===== src/rtl/svo_tmds_multi.sv =====
// svo_tmds_multi: NCH-lane TMDS/TERC4 encoder with per-lane DC balance and fixed 2+PIPE_EXTRA latency
module svo_tmds_multi #(
    parameter int NCH        = 3,
    parameter int PIPE_EXTRA = 2
) (
    input  logic              clk,
    input  logic              reset,
    input  logic [2:0]        mode,
    input  logic [8*NCH-1:0]  din,
    input  logic [2*NCH-1:0]  ctrl,
    input  logic [4*NCH-1:0]  terc,
    output logic [10*NCH-1:0] dout
);
    localparam logic [2:0] M_VIDEO = 3'd1, M_VGB = 3'd2, M_TERC = 3'd3, M_DGB = 3'd4;

    function automatic logic [9:0] terc4(input logic [3:0] t);
        case (t)
            4'h0: terc4 = 10'h29C;
            4'h1: terc4 = 10'h263;
            4'h2: terc4 = 10'h2E4;
            4'h3: terc4 = 10'h2E2;
            4'h4: terc4 = 10'h171;
            4'h5: terc4 = 10'h11E;
            4'h6: terc4 = 10'h18E;
            4'h7: terc4 = 10'h13C;
            4'h8: terc4 = 10'h2CC;
            4'h9: terc4 = 10'h139;
            4'hA: terc4 = 10'h19C;
            4'hB: terc4 = 10'h2C6;
            4'hC: terc4 = 10'h28E;
            4'hD: terc4 = 10'h271;
            4'hE: terc4 = 10'h163;
            default: terc4 = 10'h2C3;
        endcase
    endfunction

    logic [2:0]        mode_q;
    logic              v1_q;
    logic [10*NCH-1:0] sym_flat;

    // v1_q keeps the reset-cleared stage 1 from emitting a CTRL symbol
    always_ff @(posedge clk) begin
        if (reset) begin
            mode_q <= '0;
            v1_q   <= 1'b0;
        end else begin
            mode_q <= mode;
            v1_q   <= 1'b1;
        end
    end

    for (genvar i = 0; i < NCH; i++) begin : g_lane
        localparam int ROLE = i % 3;
        logic [7:0]        d;
        logic [8:0]        qm_d, qm_q;
        logic [3:0]        nd, n1_d, n1_q;
        logic [1:0]        ctrl_q;
        logic [3:0]        terc_q;
        logic              use_xnor, q8, case1, case2;
        logic signed [4:0] cnt_d, cnt_q;
        logic signed [5:0] c6, d6, nxt;
        logic [9:0]        vid, sym, sym_d, sym_q;

        assign d  = din[8*i +: 8];
        assign q8 = qm_q[8];

        always_comb begin
            nd = '0;
            for (int k = 0; k < 8; k++) nd = nd + {3'b0, d[k]};
            use_xnor = nd > 4'd4 || (nd == 4'd4 && !d[0]);
            qm_d     = {~use_xnor, 8'b0};
            qm_d[0]  = d[0];
            for (int k = 1; k < 8; k++) qm_d[k] = qm_d[k-1] ^ d[k] ^ use_xnor;
            n1_d = '0;
            for (int k = 0; k < 8; k++) n1_d = n1_d + {3'b0, qm_d[k]};
        end

        always_ff @(posedge clk) begin
            if (reset) begin
                qm_q   <= '0;
                n1_q   <= '0;
                ctrl_q <= '0;
                terc_q <= '0;
            end else begin
                qm_q   <= qm_d;
                n1_q   <= n1_d;
                ctrl_q <= ctrl[2*i +: 2];
                terc_q <= terc[4*i +: 4];
            end
        end

        // disparity arithmetic at 6 bits, same-sign test on the sign bits
        always_comb begin
            c6    = {cnt_q[4], cnt_q};
            d6    = $signed({1'b0, n1_q, 1'b0}) - 6'sd8;
            case1 = cnt_q == 5'sd0 || d6 == 6'sd0;
            case2 = !case1 && (c6[5] == d6[5]);
            vid   = case1 ? {~q8, q8, q8 ? qm_q[7:0] : ~qm_q[7:0]} :
                    case2 ? {1'b1, q8, ~qm_q[7:0]} : {1'b0, q8, qm_q[7:0]};
            nxt   = case1 ? (q8 ? c6 + d6 : c6 - d6) :
                    case2 ? c6 + $signed({4'b0, q8, 1'b0}) - d6 :
                            c6 - $signed({4'b0, ~q8, 1'b0}) + d6;
            sym   = mode_q == M_VIDEO ? vid :
                    mode_q == M_VGB   ? (ROLE == 1 ? 10'h133 : 10'h2CC) :
                    mode_q == M_TERC  ? terc4(terc_q) :
                    mode_q == M_DGB   ? (ROLE == 0 ? terc4(terc_q) : 10'h133) :
                    ctrl_q == 2'd0    ? 10'h354 :
                    ctrl_q == 2'd1    ? 10'h0AB :
                    ctrl_q == 2'd2    ? 10'h154 : 10'h2AB;
            sym_d = v1_q ? sym : '0;
            cnt_d = mode_q == M_VIDEO ? nxt[4:0] : 5'sd0;
        end

        always_ff @(posedge clk) begin
            if (reset) begin
                sym_q <= '0;
                cnt_q <= '0;
            end else begin
                sym_q <= sym_d;
                cnt_q <= cnt_d;
            end
        end

        assign sym_flat[10*i +: 10] = sym_q;
    end

    if (PIPE_EXTRA == 0) begin : g_nopipe
        assign dout = sym_flat;
    end else begin : g_pipe
        logic [10*NCH-1:0] pipe_q [PIPE_EXTRA];
        always_ff @(posedge clk) begin
            if (reset) begin
                for (int j = 0; j < PIPE_EXTRA; j++) pipe_q[j] <= '0;
            end else begin
                pipe_q[0] <= sym_flat;
                for (int j = 1; j < PIPE_EXTRA; j++) pipe_q[j] <= pipe_q[j-1];
            end
        end
        assign dout = pipe_q[PIPE_EXTRA-1];
    end
endmodule


===== config.mk =====
export PLATFORM = sky130hd
export DESIGN_NAME = svo_tmds_multi
export DESIGN_NICKNAME = d
export VERILOG_FILES = /design/src/rtl/svo_tmds_multi.sv
export SDC_FILE = /design/constraint.sdc
export NUM_CORES = 1
export LEC_CHECK = 0
export BUFFER_PORTS_ARGS = -buffer_cell sky130_fd_sc_hd__buf_2
export CAP_MARGIN = 20
export CORE_UTILIZATION = 57
export CTS_BUF_LIST = sky130_fd_sc_hd__clkbuf_4
export CTS_CLUSTER_SIZE = 30
export DETAILED_ROUTE_END_ITERATION = 8
export GPL_ROUTABILITY_DRIVEN = 1
export GPL_TIMING_DRIVEN = 0
export HOLD_SLACK_MARGIN = 0.08
export PLACE_DENSITY = 0.79
export SLEW_MARGIN = 40
export SYNTH_ARGS = -nofsm -noshare
export SYNTH_HDL_FRONTEND = slang
export SYNTH_SLANG_ARGS = --single-unit

===== constraint.sdc =====
create_clock -name clk -period 5.4 [get_ports clk]
set_input_delay 0 -clock clk [delete_from_list [all_inputs] [get_ports clk]]
set_output_delay 0 -clock clk [all_outputs]
set_load 0.01 [all_outputs]

# After elaboration in Yosys (flattened, before gate mapping)
# Memory sizes are Yosys's and may differ from the RTL's. A register that Yosys moved wholly into a read port is not among the register bits.
# Index checks and enable logic that the tools add are counted.
dict set report word_totals {
  mem_bits_ro 640
  regBits 94
  inputBits 47
  memories 5
  elab_cells 236
  out_inout_bits 30
  ram_bits 60
}
# name words width read_ports rd_ports_with_merged_regs write_ports line
set mem_list {}
lappend mem_list {{(no name shown)} 16 10 1 1 0 17} ;# case (t)
lappend mem_list {{(no name shown)} 16 10 1 1 0 17}
lappend mem_list {{(no name shown)} 16 10 1 1 0 17}
lappend mem_list {{(no name shown)} 16 10 1 1 0 17}
lappend mem_list {g_pipe.pipe_q 2 30 2 0 2 130} ;# logic [10*NCH-1:0] pipe_q [PIPE_EXTRA];
dict set report classes {
  n_lt_le_gt_ge 3
  n_reduce_logical 29
  n_addsub 63
  n_mux 48
  bitwise 55
  n_eq_ne 16
}
# op n
set ops {}
lappend ops {{2-to-1 mux 10 bit} 27}
lappend ops {{adder 4 x 1 -> 4 bit} 24}
lappend ops {{2-to-1 mux 30 bit} 2}
lappend ops {{2-to-1 mux 5 bit} 9}
lappend ops {{bitwise XOR 1 bit} 42}
lappend ops {{adder 5 bit} 6}
lappend ops {{subtractor 5 bit} 6}
lappend ops {{adder 3 x 1 -> 4 bit} 6}
lappend ops {{2-to-1 mux 8 bit} 3}
lappend ops {{inverter 8 bit} 3}
lappend ops {{adder 2 x 1 -> 3 bit} 6}
lappend ops {{zero test 6 bit} 3}
lappend ops {{subtractor 5 x 4 -> 6 bit (second input constant)} 3}
lappend ops {{2-to-1 mux 4 bit} 4}
lappend ops {{adder 5 x 3 -> 5 bit} 3}
lappend ops {{zero test 5 bit} 3}
lappend ops {{subtractor 5 x 3 -> 5 bit} 3}
lappend ops {{adder 1 x 1 -> 2 bit} 6}
lappend ops {{== test 4 x 3 -> 1 bit (second input constant)} 3}
lappend ops {{greater-than comparator 4 x 3 -> 1 bit (second input constant)} 3}
lappend ops {{inverter 1 bit} 8}
lappend ops {{== test 2 x 1 -> 1 bit (second input constant)} 3}
lappend ops {{== test 2 bit (second input constant)} 3}
lappend ops {{== test 3 x 2 -> 1 bit (second input constant)} 2}
lappend ops {{10 further kinds} 33}

# Depth between registers and ports, before layout
dict set report depth {
  ltp_word 24
  ltp_mapped 20
  depth_no_buf 20
}

# Worst setup path before layout
# No wires, ideal clock.
dict set report synth_timing {
  kind {input port to flip-flop}
  from {input port din[16]}
  to {register g_lane[2].n1_q[2]}
  path_stages 20
  arrival_ns 5.280
  setup_slack_ns -0.008
  setup_time_ns 0.128
  required_time_ns 5.272
  cell_sequence {inv_1 > fa_1 > fa_1 > fa_1 > inv_1 > ha_1 > fa_1 > nor3b_1 > o21ai_0 > a21oi_2 > xor2_1 > fa_1 > fa_1 > inv_1 > fa_1 > ha_1 > inv_1 > fa_1 > xor2_1 > nor2_1}
}
dict set report synth_via {
  elab_chain_len 24
  elab_cells_between_ends 33
  cone_classes {add/sub (14); order compare (1); eq/ne (1); bitwise (14); reduce/logical (3)}
}
# element line
set synth_lines {}
lappend synth_lines {{start, declared} 9} ;# input logic [8*NCH-1:0] din,
lappend synth_lines {{parallel branches: the longest is 23 deep, another holds adder 3 x 1 -> 4 bit} --}
lappend synth_lines {{adder 4 x 1 -> 4 bit *} 75} ;# for (int k = 0; k < 8; k++) n1_d = n1_d + {3'b0, qm_d[k]};
lappend synth_lines {{end signal, assigned} 86} ;# n1_q <= n1_d;
lappend synth_lines {{end, declared} 56} ;# logic [3:0] nd, n1_d, n1_q;
# Every way passes the cells marked *.
# A chain may end at the register's enable or synchronous reset.

# Final worst setup path
dict set report layout_timing {
  from {input port din[8]}
  to {register g_lane[1].n1_q[2]}
}
dict set report layout_via {
  elab_chain_len 24
  elab_cells_between_ends 33
  cone_classes {add/sub (14); order compare (1); eq/ne (1); bitwise (14); reduce/logical (3)}
}
# element line
set layout_lines {}
lappend layout_lines {{parallel branches: the longest is 23 deep, another holds adder 3 x 1 -> 4 bit} --}
lappend layout_lines {{adder 4 x 1 -> 4 bit *} 75}
lappend layout_lines {{end signal, assigned} 86}
lappend layout_lines {{end, declared} 56}
# Marked as above.

==> impl_metrics.ini <==
[synth]
synth_top_cell_by_area = dfxtp_1
ys.flop_type = dfxtp_1
async_reset_ff_frac = 0
ys_ff_latch = 181
ys_types = 56
synth_area_per_cell_sq_um = 9.27
synthTopCellsByArea = dfxtp_1 (35%), ha_1 (11%), fa_1 (7.4%)
synth_top_area_share = 0.354
ys_warn_count = 0
ys_seq_area_frac = 0.354
synth-edff-count = 0
synthCells = 1104
synth_nets = 1282
syn-cell-area_sq_um = 10200

[power]
powerDensity_nw_per_um2 = 432
fin_total_pwr_mw = 5.18
irDropWorstVdd_v = 0.000326
p_leak_nw = 5.48

[setup_path]
cpMaxStageDelayCell = fa_1
worstPathMaxFanout = 4
cp.buffers_inverters = 5
critPathRequiredTime_ns = 5.86
cp_slowest_stage_delay_ns = 0.57
path_cells = buf_2 -> inv_1 -> fa_1 -> fa_1 -> fa_1 -> inv_1 -> ha_1 -> fa_1 -> nor3b_1 -> o22ai_2 -> xor2_2 -> fa_1 -> fa_1 -> fa_1 -> inv_1 -> ha_1 -> inv_1 -> fa_1 -> xor2_1 -> nor2_1
worst_setup_path_end_kind = flop
path_delay_family = adder cells
setup.worst_path.class = input pin to flop
cp_data_arrival_time_ns = 5.66
r2r-start = g_lane[1].qm_q[8]
rr_worst_depth = 9
r2r-end = g_lane[1].cnt_q[4]
start_kind = input pin
crit_top_cell = fa_1
r2r_slack_ns = 2.80

[min_path]
whs_endpoint = g_lane[1].qm_q[7]
hold_class = input pin to flop
hold_depth = 6
hp-start = din[14]

[floorplan]
die_w_um = 136
die_y_um = 136
fp-row-count = 48
initial_core_util = 0.588
die_area_sq_um = 18500
pin_count = 77
core_area_sq_um = 17400

[clocking]
clk_pin_slew_ns = 0.15
cts_max_level = 4
clk_latency_ns = 0.58
numCtsBuffers = 17
clk_path_buf_depth = 2
cts-root-buf = clkbuf_4
clock-sinks = 181
tritoncts = built

[timing]
hold_viol = 0
skew_ns = 0.0190
fin_setup_tns_ns = 0
slew_viol_final = 0
whs_ns = 0.152
fmax_mhz = 193
min_period_over_period = 0.962
period_needed_ns = 5.19
finalSetupViolCount = 0
slew_headroom = 0.446
tightest_slew_ns = 0.831

[detailed_routing]
route.met2.wl_um = 10400
vias_per_cell = 5.17
drc = 1
wl_per_cell_um = 14.4
vias = 7832
drt-total-wl_um = 21800
drtIter0Drc = 467
ant_nets = 0
wl_met3_um = 1180
dr.max_layer_used = met4
m1WireLength_um = 9590
first_pass_iters = 9

[finish]
fin_area_sq_um = 12000
fill_cells = 1387
fin_cells = 1514
syn_to_final_growth_pct = 17.2
drive_gt1_frac = 0.134
finalNetCount = 1453
regArea_sq_um = 3620
multi_input_area_sq_um = 5780

[grt]
grt_max_degree = 20
antenna_found_initial = 1
grt.total_usage = 0.245
first_global_vias = 7500
grt_pass1_wl_um = 35100
overflow = 0

[run_status]
outcome = complete, but fails checks
violations = design-rule violations

[place]
port-buffer-count = 74
place_congestion = 0.956
place_area_sq_um = 10900
dp_cells = 1403
hpwl_um = 16000

[run]
maxCapViolations = 0
-- tightest hold or removal path, delay by kind of cell --
family	cells	cell delay, ns
buffers and inverters	2	0.16
and+or+nand+nor	1	0.09
xor gates and xnor gates	3	0.46
-- Yosys cell counts, drive strengths merged, types with 8 or more instances --
library cell and instances:
dfxtp 181, inv 115, ha 93, nor2 80, nor2b 79, a21oi 69, xnor2 54, o21ai 47
nand2 46, buf 43, fa 38, clkbuf 33, xor2 25, or3 20, a211oi 17, a31oi 15
nand3 15, o22ai 15, and2 12, nor3b 9, mux2i 8, nor3 8
-- power breakdown --
part           internal, mW  switching, mW
sequential             1.50         0.0987
combinational          1.32           1.48
clock                 0.260          0.519
total                  3.08           2.10
-- how the worst max path moves through the flow --
stage | start | endpoint | slack (ns) | depth (start not counted)
6_report | din[8] | g_lane[1].n1_q[2] | 0.21 | 20
5_1_grt | din[8] | g_lane[1].n1_q[2] | -0.009 | 20
4_1_cts | din[21] | g_lane[2].n1_q[2] | 0.16 | 21
3_5_place_dp | din[16] | g_lane[2].n1_q[2] | -0.48 | 21
3_3_place_gp | din[16] | g_lane[2].n1_q[2] | -0.44 | 21
2_1_floorplan | din[16] | g_lane[2].n1_q[2] | 0.002 | 20
-- cell usage in the layout, fill, tap and decap left out, drive strengths merged, types with 6 or more instances in the layout --
master and instances:
a21oi 69, nor3 8, a21o 6, clkbuf 50
ha 93, dlygate4sd3 76, buf 119, nor3b 9
a31oi 15, inv 125, dfxtp 181, nor2 80
xnor2 54, or3 20, or2 6, a221oi 6
nor2b 79, mux2 6, nand2 46, o22ai 15
fa 38, and2 12, mux2i 8, a211oi 17
xor2 25, o21ai 47, nand3 15
-- through the flow --
step / worst slack (ns) / util
global placement: -0.442 / 0.625
CTS: 0.157 / 0.687
finish: 0.207 / 0.689
floorplan: 0.00183 / -
detailed placement: -0.478 / 0.625
global route: -0.00937 / 0.689
-- what timing repair did --
| item | CTS | global route |
|---|---|---|
| setup endpoints to repair | 0 | 4 |
| resized for setup | 0 | 5 |
| hold buffers | 76 | 0 |
| buffers inserted | 0 | 2 |
| hold endpoints to repair | 75 | 0 |
-- cell families after synthesis --
family          after synthesis  synth area share
simple gates                292             0.148
compound gates              209             0.129
buf+inv                     192            0.0843
flops                       181             0.354
fa+ha+maj                   132             0.189
xor+xnor                     84            0.0818
mux                          14            0.0144
-- per-layer routing --
metal	global-route usage	up-vias
li1	-	3953
met1	0.308	3589
met2	0.413	247
met3	0.0429	43
met4	0.102	0
met5	0	-
-- cell type report --
type                            count  area share
Sequential cell                   181       0.302
Timing Repair Buffer              152      0.0955
Clock inverter                     15      0.0150
Antenna cell                        1    0.000208
Clock buffer                       17      0.0106
Multi-Input combinational cell    731       0.481
Tap cell                          225      0.0235
Inverter                          116      0.0363
Buffer                             76      0.0357
Note: power is estimated with default switching activity, not from simulation.
